File: config.mk
export PLATFORM = sky130hd
export DESIGN_NAME = fetch_pc_ctrl_flat
export DESIGN_NICKNAME = d
export VERILOG_FILES = /design/src/rtl/fetch_pc_ctrl_if.sv /design/src/rtl/fetch_pc_ctrl.sv /design/src/flat_wrapper.sv
export SDC_FILE = /design/constraint.sdc
export NUM_CORES = 1
export LEC_CHECK = 0
export CAP_MARGIN = 20
export CELL_PAD_IN_SITES_DETAIL_PLACEMENT = 1
export CELL_PAD_IN_SITES_GLOBAL_PLACEMENT = 1
export CORE_MARGIN = 1
export CORE_UTILIZATION = 30
export CTS_CLUSTER_DIAMETER = 50
export CTS_CLUSTER_SIZE = 28
export DETAILED_ROUTE_END_ITERATION = 10
export PLACE_DENSITY_LB_ADDON = 0.2
export SYNTH_ARGS = -nofsm -noshare
export SYNTH_HDL_FRONTEND = slang
export SYNTH_SLANG_ARGS = --single-unit
File: constraint.sdc
create_clock -name clk -period 12.44 [get_ports clk]
set_input_delay 3.732 -clock clk [delete_from_list [all_inputs] [get_ports clk]]
set_output_delay 3.732 -clock clk [all_outputs]
set_load 0.01 [all_outputs]
File: src/rtl/fetch_pc_ctrl_if.sv
// fetch_pc_ctrl_if
//   Bundles the next-PC controller's request inputs (hazard unit, D-stage
//   branch logic, CP0, current F_PC) and its fetch-unit outputs.
//   Optional macro FETCH_CTRL_PERF_EN adds the perf_stall_cnt and
//   perf_redir_cnt counter outputs.
//   Modports:
//     master : request side (drives F_PC/stall/br_*/exc_req/eret_req/epc,
//              observes nextPC/F_IFU_en/F_flush/pc_err)
//     slave  : the controller itself
interface fetch_pc_ctrl_if;
    logic [31:0] F_PC;
    logic        stall;
    logic        br_valid;
    logic [31:0] br_target;
    logic        exc_req;
    logic        eret_req;
    logic [31:0] epc;
    logic [31:0] nextPC;
    logic        F_IFU_en;
    logic        F_flush;
    logic        pc_err;
`ifdef FETCH_CTRL_PERF_EN
    logic [31:0] perf_stall_cnt;
    logic [31:0] perf_redir_cnt;
`endif

    modport master (
        output F_PC, stall, br_valid, br_target, exc_req, eret_req, epc,
        input  nextPC, F_IFU_en, F_flush,
`ifdef FETCH_CTRL_PERF_EN
        input  perf_stall_cnt, perf_redir_cnt,
`endif
        input  pc_err
    );

    modport slave (
        input  F_PC, stall, br_valid, br_target, exc_req, eret_req, epc,
        output nextPC, F_IFU_en, F_flush,
`ifdef FETCH_CTRL_PERF_EN
        output perf_stall_cnt, perf_redir_cnt,
`endif
        output pc_err
    );
endinterface

File: src/rtl/fetch_pc_ctrl.sv
// fetch_pc_ctrl
//   Next-PC sequencer for the F stage. Selects nextPC from PC+4, a D-stage
//   redirect, the exception vector or the eret return address, and drives
//   the fetch-unit PC write enable. A redirect seen while stalled is held
//   and issued when the stall releases. Outputs are combinational.
//   Ports:
//     clk    : clock, all state on posedge
//     reset  : synchronous, active-high
//     bus    : fetch_pc_ctrl_if.slave (requests in, nextPC/F_IFU_en/
//              F_flush/pc_err out)
//   Optional macro FETCH_CTRL_PERF_EN: saturating stall / redirect counters.
//
//   state    | meaning
//   ---------+--------------------------------------------------
//   RUN      | no pending redirect
//   HOLD_RED | stalled with a redirect target latched in pend_tgt
module fetch_pc_ctrl #(
    parameter logic [31:0] RESET_PC = 32'h0000_3000,
    parameter logic [31:0] EXC_VEC  = 32'h0000_4180,
    parameter logic [31:0] PC_LO    = 32'h0000_3000,
    parameter logic [31:0] PC_HI    = 32'h0000_6ffc
) (
    input logic           clk,
    input logic           reset,
    fetch_pc_ctrl_if.slave bus
);
    typedef enum logic {RUN, HOLD_RED} state_t;

    state_t      state, state_n;
    logic [31:0] pend_tgt, pend_n;
    logic [31:0] next_pc;
    logic [31:0] eret_pc;
    logic        en, flush, redir;

    assign eret_pc = bus.epc & 32'hFFFF_FFFC;

    always_ff @(posedge clk) begin
        if (reset) begin
            state    <= RUN;
            pend_tgt <= '0;
        end else begin
            state    <= state_n;
            pend_tgt <= pend_n;
        end
    end

    always_comb begin
        state_n = state;
        pend_n  = pend_tgt;
        next_pc = bus.F_PC + 32'd4;
        en      = 1'b0;
        flush   = 1'b0;
        redir   = 1'b0;
        if (reset) begin
            next_pc = RESET_PC;
        end else if (bus.exc_req) begin
            next_pc = EXC_VEC;
            en      = 1'b1;
            flush   = 1'b1;
            redir   = 1'b1;
            state_n = RUN;
        end else if (bus.eret_req) begin
            next_pc = eret_pc;
            en      = 1'b1;
            flush   = 1'b1;
            redir   = 1'b1;
            state_n = RUN;
        end else if (state == HOLD_RED) begin
            if (!bus.stall) begin
                // br_valid here is the same branch already latched
                next_pc = pend_tgt;
                en      = 1'b1;
                redir   = 1'b1;
                state_n = RUN;
            end else if (bus.br_valid) begin
                pend_n = bus.br_target;
            end
        end else if (bus.br_valid) begin
            if (!bus.stall) begin
                // F holds the delay slot, so no flush
                next_pc = bus.br_target;
                en      = 1'b1;
                redir   = 1'b1;
            end else begin
                pend_n  = bus.br_target;
                state_n = HOLD_RED;
            end
        end else begin
            en = !bus.stall;
        end
    end

    assign bus.nextPC   = next_pc;
    assign bus.F_IFU_en = en;
    assign bus.F_flush  = flush;
    assign bus.pc_err   = en & ((next_pc[1:0] != 2'b00) | (next_pc < PC_LO) | (next_pc > PC_HI));

`ifdef FETCH_CTRL_PERF_EN
    logic [31:0] stall_cnt, redir_cnt;

    always_ff @(posedge clk) begin
        if (reset) begin
            stall_cnt <= '0;
            redir_cnt <= '0;
        end else begin
            if (!en && stall_cnt != 32'hFFFF_FFFF) stall_cnt <= stall_cnt + 32'd1;
            if (redir && redir_cnt != 32'hFFFF_FFFF) redir_cnt <= redir_cnt + 32'd1;
        end
    end

    assign bus.perf_stall_cnt = stall_cnt;
    assign bus.perf_redir_cnt = redir_cnt;
`endif
endmodule

File: src/flat_wrapper.sv
// flat-port wrapper written by rule: the top's interface ports become plain ports
module fetch_pc_ctrl_flat 
#(
    parameter logic [31:0] RESET_PC = 32'h0000_3000,
    parameter logic [31:0] EXC_VEC  = 32'h0000_4180,
    parameter logic [31:0] PC_LO    = 32'h0000_3000,
    parameter logic [31:0] PC_HI    = 32'h0000_6ffc
)
  (clk, reset, bus_F_PC, bus_stall, bus_br_valid, bus_br_target, bus_exc_req, bus_eret_req, bus_epc, bus_nextPC, bus_F_IFU_en, bus_F_flush, bus_pc_err);
  fetch_pc_ctrl_if bus_i ();
  input logic clk;
  input logic reset;
  input wire logic [$bits(bus_i.F_PC)-1:0] bus_F_PC;
  input wire logic [$bits(bus_i.stall)-1:0] bus_stall;
  input wire logic [$bits(bus_i.br_valid)-1:0] bus_br_valid;
  input wire logic [$bits(bus_i.br_target)-1:0] bus_br_target;
  input wire logic [$bits(bus_i.exc_req)-1:0] bus_exc_req;
  input wire logic [$bits(bus_i.eret_req)-1:0] bus_eret_req;
  input wire logic [$bits(bus_i.epc)-1:0] bus_epc;
  output wire logic [$bits(bus_i.nextPC)-1:0] bus_nextPC;
  output wire logic [$bits(bus_i.F_IFU_en)-1:0] bus_F_IFU_en;
  output wire logic [$bits(bus_i.F_flush)-1:0] bus_F_flush;
  output wire logic [$bits(bus_i.pc_err)-1:0] bus_pc_err;
  assign bus_i.F_PC = bus_F_PC;
  assign bus_i.stall = bus_stall;
  assign bus_i.br_valid = bus_br_valid;
  assign bus_i.br_target = bus_br_target;
  assign bus_i.exc_req = bus_exc_req;
  assign bus_i.eret_req = bus_eret_req;
  assign bus_i.epc = bus_epc;
  assign bus_nextPC = bus_i.nextPC;
  assign bus_F_IFU_en = bus_i.F_IFU_en;
  assign bus_F_flush = bus_i.F_flush;
  assign bus_pc_err = bus_i.pc_err;
  fetch_pc_ctrl #(.RESET_PC(RESET_PC), .EXC_VEC(EXC_VEC), .PC_LO(PC_LO), .PC_HI(PC_HI)) u_core (.clk(clk), .reset(reset), .bus(bus_i));
endmodule
==> metrics.csv, run 1 <==
metric;value;unit
HPWL Detailed;9560;um
final clock skew;0;ns
Area Growth Syn to Fin;52.8;%
Met3 Routed Length;810;um
top cell type's share of synthesized area;23.4;%
Synth Net Count;527;
Die Area;9800;um^2
Crit Reg-Reg Startpoint;u_core.state$_SDFF_PP0_;
Min Hold Slack;0.457;ns
RSZ-0062 raised after global routing;no;
met2 wire len;5490;um
DR vias/cell;5.74;
Final period util;90.6;%
Max transition margin;28.0;%
pwr dens;68.2;nW/um^2
Synth cell types;54;
WL met1;5690;um
Hold Path Sink;u_core.pend_tgt[24]$_SDFFE_PP0P_;
area occupied by multi-input gates;2000;um^2
non-filler cells, final;651;
layout cells sized above 1;5.56;%
DR vias;3736;
Static Leak;1.45;nW
pins over their slew limit;0;
Critical Path AT;7.54;ns
Antenna Cells;0;
Avg Synthesized Cell Area;6.66;um^2
postcts setup bufs;0;
total chip power;0.000294;W
Placement Cell Area;4230;um^2
routability cong.;0.867;
status;complete, no violations;
DR top layer;met4;
Worst R2R Path Depth;2;
endpoints failing hold;0;
Mapped Cells;424;
Fmax;88.7;MHz
crit end category;output pin;
pin slew with the least headroom to its limit;1.07;ns
H-tree depth;2;
Die X;99.0;um
Syn. warnings;0;
Wirelength per Cell;18.7;um
first-pass GRT wire length;18900;um
Fill cells;1190;
Final Instance Area;4310;um^2
TritonCTS buffer count;5;
crit start category;primary input;
Nets;642;
hold path start;u_core.pend_tgt[24]$_SDFFE_PP0P_;
CP max FO;24;
largest net degree at the start of global routing;35;
Synth area leader;dfxtp_1;
worst min path class;reg -> reg;
setup violators final;0;
Worst EP required;8.71;ns
port buffer count;134;
initial antenna violation count;0;
hold path depth;2;
number of global-route vias before repair;3631;
# rows;35;
Synth Flop Type;dfxtp_1;
Detailed Route WL;12200;um
worst skew pair latency;0.28;ns
root buffer cell;clkbuf_8;
Setup TNS;0;ns
Inst Count DP;643;
hold_buf cts;0;
grt total ovfl;0;
clk sinks;33;
Antenna Nets Post-Route;0;
top cells by area, synth;dfxtp_1, nand2_1, a21oi_1;
max cap viols;0;
Die Y;99.0;um
CTS clk-pin slew, worst paths;0.07;ns
Post-Syn Area;2820;um^2
Synth Register Bits;33;
CTS tree;built;
maximum vdd drop;0.0000554;V
share of the yosys chip area belonging to registers;23.4;%
core area;9200;um^2
GRT Total Usage;24.4;%
post-synthesis async set-or-reset flop share;0;%
DR pass1 iterations;4;
register area;661;um^2
post-CTS resize count;0;
RR Endpoint;u_core.state$_SDFF_PP0_;
Setup CP Type;in -> out;
minimum clock period;11.27;ns
Post-synth EDFFs;0;
io pins;137;
DRC;0;
First DRT Iteration DRCs;157;
starting density of the core;30.7;%
Bufs on Longest Clock Path;2;
flop2flop setup slack;11.56;ns
through the flow:
| stage | setup slack, ns | util (%) |
|---|---|---|
| after global placement | 1.23 | 46.0 |
| after detailed placement | 1.20 | 46.0 |
| after CTS | 1.19 | 46.9 |
| after global routing | 0.899 | 46.9 |
| final | 1.17 | 46.9 |
| after floorplan | 2.65 | - |
cell families (layout without fill, tap and decap cells):
logic type | after synthesis | count (layout) | share of synthesized area (%)
compound gates | 137 | 137 | 32.2
buf+inv | 42 | 158 | 5.63
mux | 1 | 1 | 0.354
simple gates | 196 | 196 | 33.7
xor+xnor | 14 | 14 | 4.34
fa+ha+maj | 1 | 1 | 0.443
flops | 33 | 33 | 23.4
power by group:
group	total [W]	switching (W)	internal [W]	leakage [nW]
Combinational	0.000108	0.0000515	0.0000560	1.13
Sequential	0.000109	0.00000118	0.000108	0.267
Clock	0.0000778	0.0000391	0.0000387	0.0450
Total	0.000294	0.0000918	0.000203	1.45
cell type report:
class | count | share of cell area (%)
multi-input combinational | 349 | 46.5
timing repair buffer | 141 | 32.3
sequential | 33 | 15.3
tap | 111 | 3.22
clock buffer | 6 | 1.68
inverter | 9 | 0.783
clock inverter | 2 | 0.232
sequential cells by signal, summed over array words and instances (netlist names):
name,flops
u_core.state,1
u_core.pend_tgt,32
worst max-delay path by stage:
stage,cells after the start,from,endpoint,slack (ns)
global route,10,bus_stall,bus_pc_err,0.90
detailed placement,10,bus_stall,bus_pc_err,1.20
floorplan,10,bus_F_PC[2],bus_pc_err,2.65
CTS,10,bus_stall,bus_pc_err,1.19
global placement,10,bus_br_valid,bus_pc_err,1.23
finish,10,bus_stall,bus_pc_err,1.17
cell usage after synthesis, drive strengths merged (3+ instances only):
cell type and instances:
a221oi 3, nor3b 4, nor3 9, a31o 3, or3 5, o21bai 3
and3 3, a21o 3, a22oi 4, a21oi 47, or4 7, inv 8
nand2 95, nand2b 3, o21ai 20, o211ai 5, o221a 5, dfxtp 33
a31oi 8, clkbuf 32, o22ai 6, or2 3, xnor2 9, nand4 11
nand3 13, xor2 5, o221ai 16, nor4 9, nor2 25
per-layer routing:
layer | vias up | GRT usage [%]
met5 | - | 0
met4 | 0 | 6.54
met3 | 14 | 3.19
met2 | 146 | 40.1
met1 | 1783 | 33.4
li1 | 1793 | -
cells in the final DEF (no fill, tap or decap), types with 6 or more instances in the layout:
master           Yosys  layout
inv_1                8       8
nor2_1              25      25
nor3_1               9       9
o22ai_1              6       6
dfxtp_1             33      33
nand2_1             95      95
o221ai_1            16      16
nand4_1             11      11
a21oi_1             47      47
buf_4                0       7
clkdlybuf4s50_1      0     134
o21ai_0             19      19
or4_1                7       7
nor4_1               7       7
a31oi_1              8       8
xnor2_1              9       9
nand3_1             12      12
critical path, stage by stage:
cell	delay [ns]
clkdlybuf4s50_1	0.63
or3b_1	0.83
o221ai_1	0.43
a211o_1	0.22
a31oi_1	0.07
a221o_1	0.31
or4_1	0.47
nor4_2	0.18
a31oi_1	0.14
clkdlybuf4s50_1	0.51
No activity file was read; power rests on OpenSTA's default activity.
==> inputs of run 2 (changes only) <==
--- a/config.mk
+++ b/config.mk
@@ -14,6 +14,8 @@
 export CTS_CLUSTER_SIZE = 28
 export DETAILED_ROUTE_END_ITERATION = 10
 export PLACE_DENSITY_LB_ADDON = 0.2
+export SKIP_CTS_REPAIR_TIMING = 1
+export SLEW_MARGIN = 0
 export SYNTH_ARGS = -nofsm -noshare
 export SYNTH_HDL_FRONTEND = slang
 export SYNTH_SLANG_ARGS = --single-unit
==> results of run 2 <==
Same layout as run 1: the final DEF is identical, and so are final timing and power.
==> inputs of run 3 (changes only) <==
--- a/config.mk
+++ b/config.mk
@@ -8,7 +8,7 @@
 export CAP_MARGIN = 20
 export CELL_PAD_IN_SITES_DETAIL_PLACEMENT = 1
 export CELL_PAD_IN_SITES_GLOBAL_PLACEMENT = 1
-export CORE_MARGIN = 1
+export CORE_MARGIN = 5
 export CORE_UTILIZATION = 30
 export CTS_CLUSTER_DIAMETER = 50
 export CTS_CLUSTER_SIZE = 28
==> run 3 against run 2 <==
Net effect:
- register-to-register slack got worse by 0.03 ns
- final area rose by 0.64%
- final cell count rose by 0.15%
- total power barely moved
- fmax rose by 0.19%
- largest power group unchanged
==> metrics.csv, run 3 (synthesis results as in run 1) <==
metric;value;unit;change
Die X;107;um;+8.1%
max FFs per register;32;;unchanged
register area;661;um^2;unchanged
hold path depth;2;;unchanged
final worst slack;1.19;ns;+0.0216 ns
Top reg by flops;u_core.pend_tgt;;
Setup TNS;0;ns;unchanged
status;complete, no violations;;
biggest regs;u_core.pend_tgt (32), u_core.state (1);;
Worst EP required;8.71;ns;about the same
DR vias/cell;5.67;;-1.2%
initial antenna violation count;0;;unchanged
pwr dens;67.8;nW/um^2;-0.57%
Die Area;11500;um^2;+17%
maximum vdd drop;0.0000492;V;-11%
Final period util;90.4;%;-0.17 points
TritonCTS buffer count;5;;unchanged
CTS clk-pin slew, worst paths;0.06;ns;about the same
Hold Path Sink;u_core.pend_tgt[6]$_SDFFE_PP0P_;;
largest net degree at the start of global routing;44;;+26%
grt total ovfl;0;;unchanged
endpoints failing hold;0;;unchanged
HPWL Detailed;10100;um;+5.4%
area occupied by multi-input gates;2000;um^2;unchanged
Bufs on Longest Clock Path;2;;unchanged
Fill cells;1178;;-1.0%
crit start category;primary input;;
pins over their slew limit;0;;unchanged
Antenna Cells;0;;unchanged
worst skew pair latency;0.28;ns;about the same
# rows;35;;unchanged
Nets;643;;+0.16%
port buffer count;134;;unchanged
CTS tree;built;;
most frequent cells in the layout;clkdlybuf4s50_1, nand2_1, a21oi_1, dfxtp_1, nor2_1;;
DRC;0;;unchanged
Setup CP Type;in -> out;;
max cap viols;0;;unchanged
routability cong.;0.804;;-7.2%
clk sinks;33;;unchanged
flop2flop setup slack;11.53;ns;-0.03 ns
setup violators final;0;;unchanged
crit end category;output pin;;
Wirelength per Cell;19.4;um;+3.9%
Crit Reg-Reg Startpoint;u_core.state$_SDFF_PP0_;;
CP max FO;24;;unchanged
pre-CTS setup slack;1.20;ns;+0.00112 ns
Critical Path AT;7.52;ns;-0.02 ns
First DRT Iteration DRCs;169;;+7.6%
H-tree depth;2;;unchanged
worst min path class;reg -> reg;;
core area;9200;um^2;unchanged
first-pass GRT wire length;19800;um;+4.5%
Worst R2R Path Depth;2;;unchanged
final clock skew;0;ns;unchanged
Area Growth Syn to Fin;53.7;%;
pin slew with the least headroom to its limit;1.05;ns;-0.0221 ns
GRT Total Usage;21.5;%;-2.9 points
io pins;137;;unchanged
RR Endpoint;u_core.state$_SDFF_PP0_;;
layout cells sized above 1;5.73;%;+0.17 points
most common cell after layout, fill and taps aside;clkdlybuf4s50_1;;
Antenna Nets Post-Route;0;;unchanged
starting density of the core;30.7;%;unchanged
Detailed Route WL;12700;um;+4.1%
Die Y;107;um;+8.1%
root buffer cell;clkbuf_8;;
number of global-route vias before repair;3811;;+5.0%
Static Leak;1.46;nW;+0.81%
RSZ-0062 raised after global routing;no;;
hold path start;u_core.pend_tgt[6]$_SDFFE_PP0P_;;
minimum clock period;11.25;ns;-0.0216 ns
Fmax;88.9;MHz;+0.19%
DR vias;3697;;-1.0%
DR pass1 iterations;5;;+1
Max transition margin;29.5;%;+1.5 points
## run 3: cell types whose count changed in the layout (fill, tap and decap cells not counted), sizes merged
cell / change
buf: +1
## run 3: area by class of cell
class / instances / share of cell area (%)
inverters: 9 / 0.778
clock buffers: 6 / 1.67
well taps: 111 / 3.20
clock inverters: 2 / 0.231
repair buffers: 142 / 32.7
multi-input cells: 349 / 46.2
flip-flops and latches: 33 / 15.2
## run 3: worst max path at each step
stage / start / endpoint / slack (ns)
2_1_floorplan: bus_F_PC[2] / bus_pc_err / 2.65
3_3_place_gp: bus_stall / bus_pc_err / 1.23
3_5_place_dp: bus_stall / bus_pc_err / 1.20
4_1_cts: bus_stall / bus_pc_err / 1.21
5_1_grt: bus_F_PC[2] / bus_pc_err / 1.01
6_report: bus_stall / bus_pc_err / 1.19
## run 3: per-layer routing
metal,share of wire (%),vias to the layer above,GRT usage (%)
met5,0,-,0
met4,1.7,0,5.57
met3,6.9,19,3.61
met2,46,129,34.2
met1,46,1744,29.9
li1,-,1805,-
## run 3: per-stage QoR
| stage | power, W | util (%) | hold slack [ns] | cells | area (um^2) |
|---|---|---|---|---|---|
| detailed placement | 0.000219 | 46.3 | 0.450 | 644 | 4260 |
| global placement | 0.000217 | 46.0 | 0.441 | 643 | 4230 |
| CTS | 0.000297 | 47.2 | 0.460 | 652 | 4340 |
| finish | 0.000295 | 47.2 | 0.457 | 652 | 4340 |
| global route | 0.000309 | 47.2 | 0.472 | 652 | 4340 |
| floorplan | 0.000153 | - | 0.436 | 424 | 2820 |
## run 3: power breakdown
group	internal [W]	switching, W
Clock	0.0000387	0.0000387
Combinational	0.0000567	0.0000514
Sequential	0.000108	0.00000124
Total	0.000203	0.0000913
## run 3: worst max-delay path, cell delays in order
cell and delay [ns]:
clkdlybuf4s50_1 0.73, or3b_1 0.80, o221ai_1 0.26, o22ai_1 0.42, nand3_1 0.15, nor4bb_1 0.32, a31o_2 0.20, nand3_1 0.08
a31oi_1 0.23, clkdlybuf4s50_1 0.59
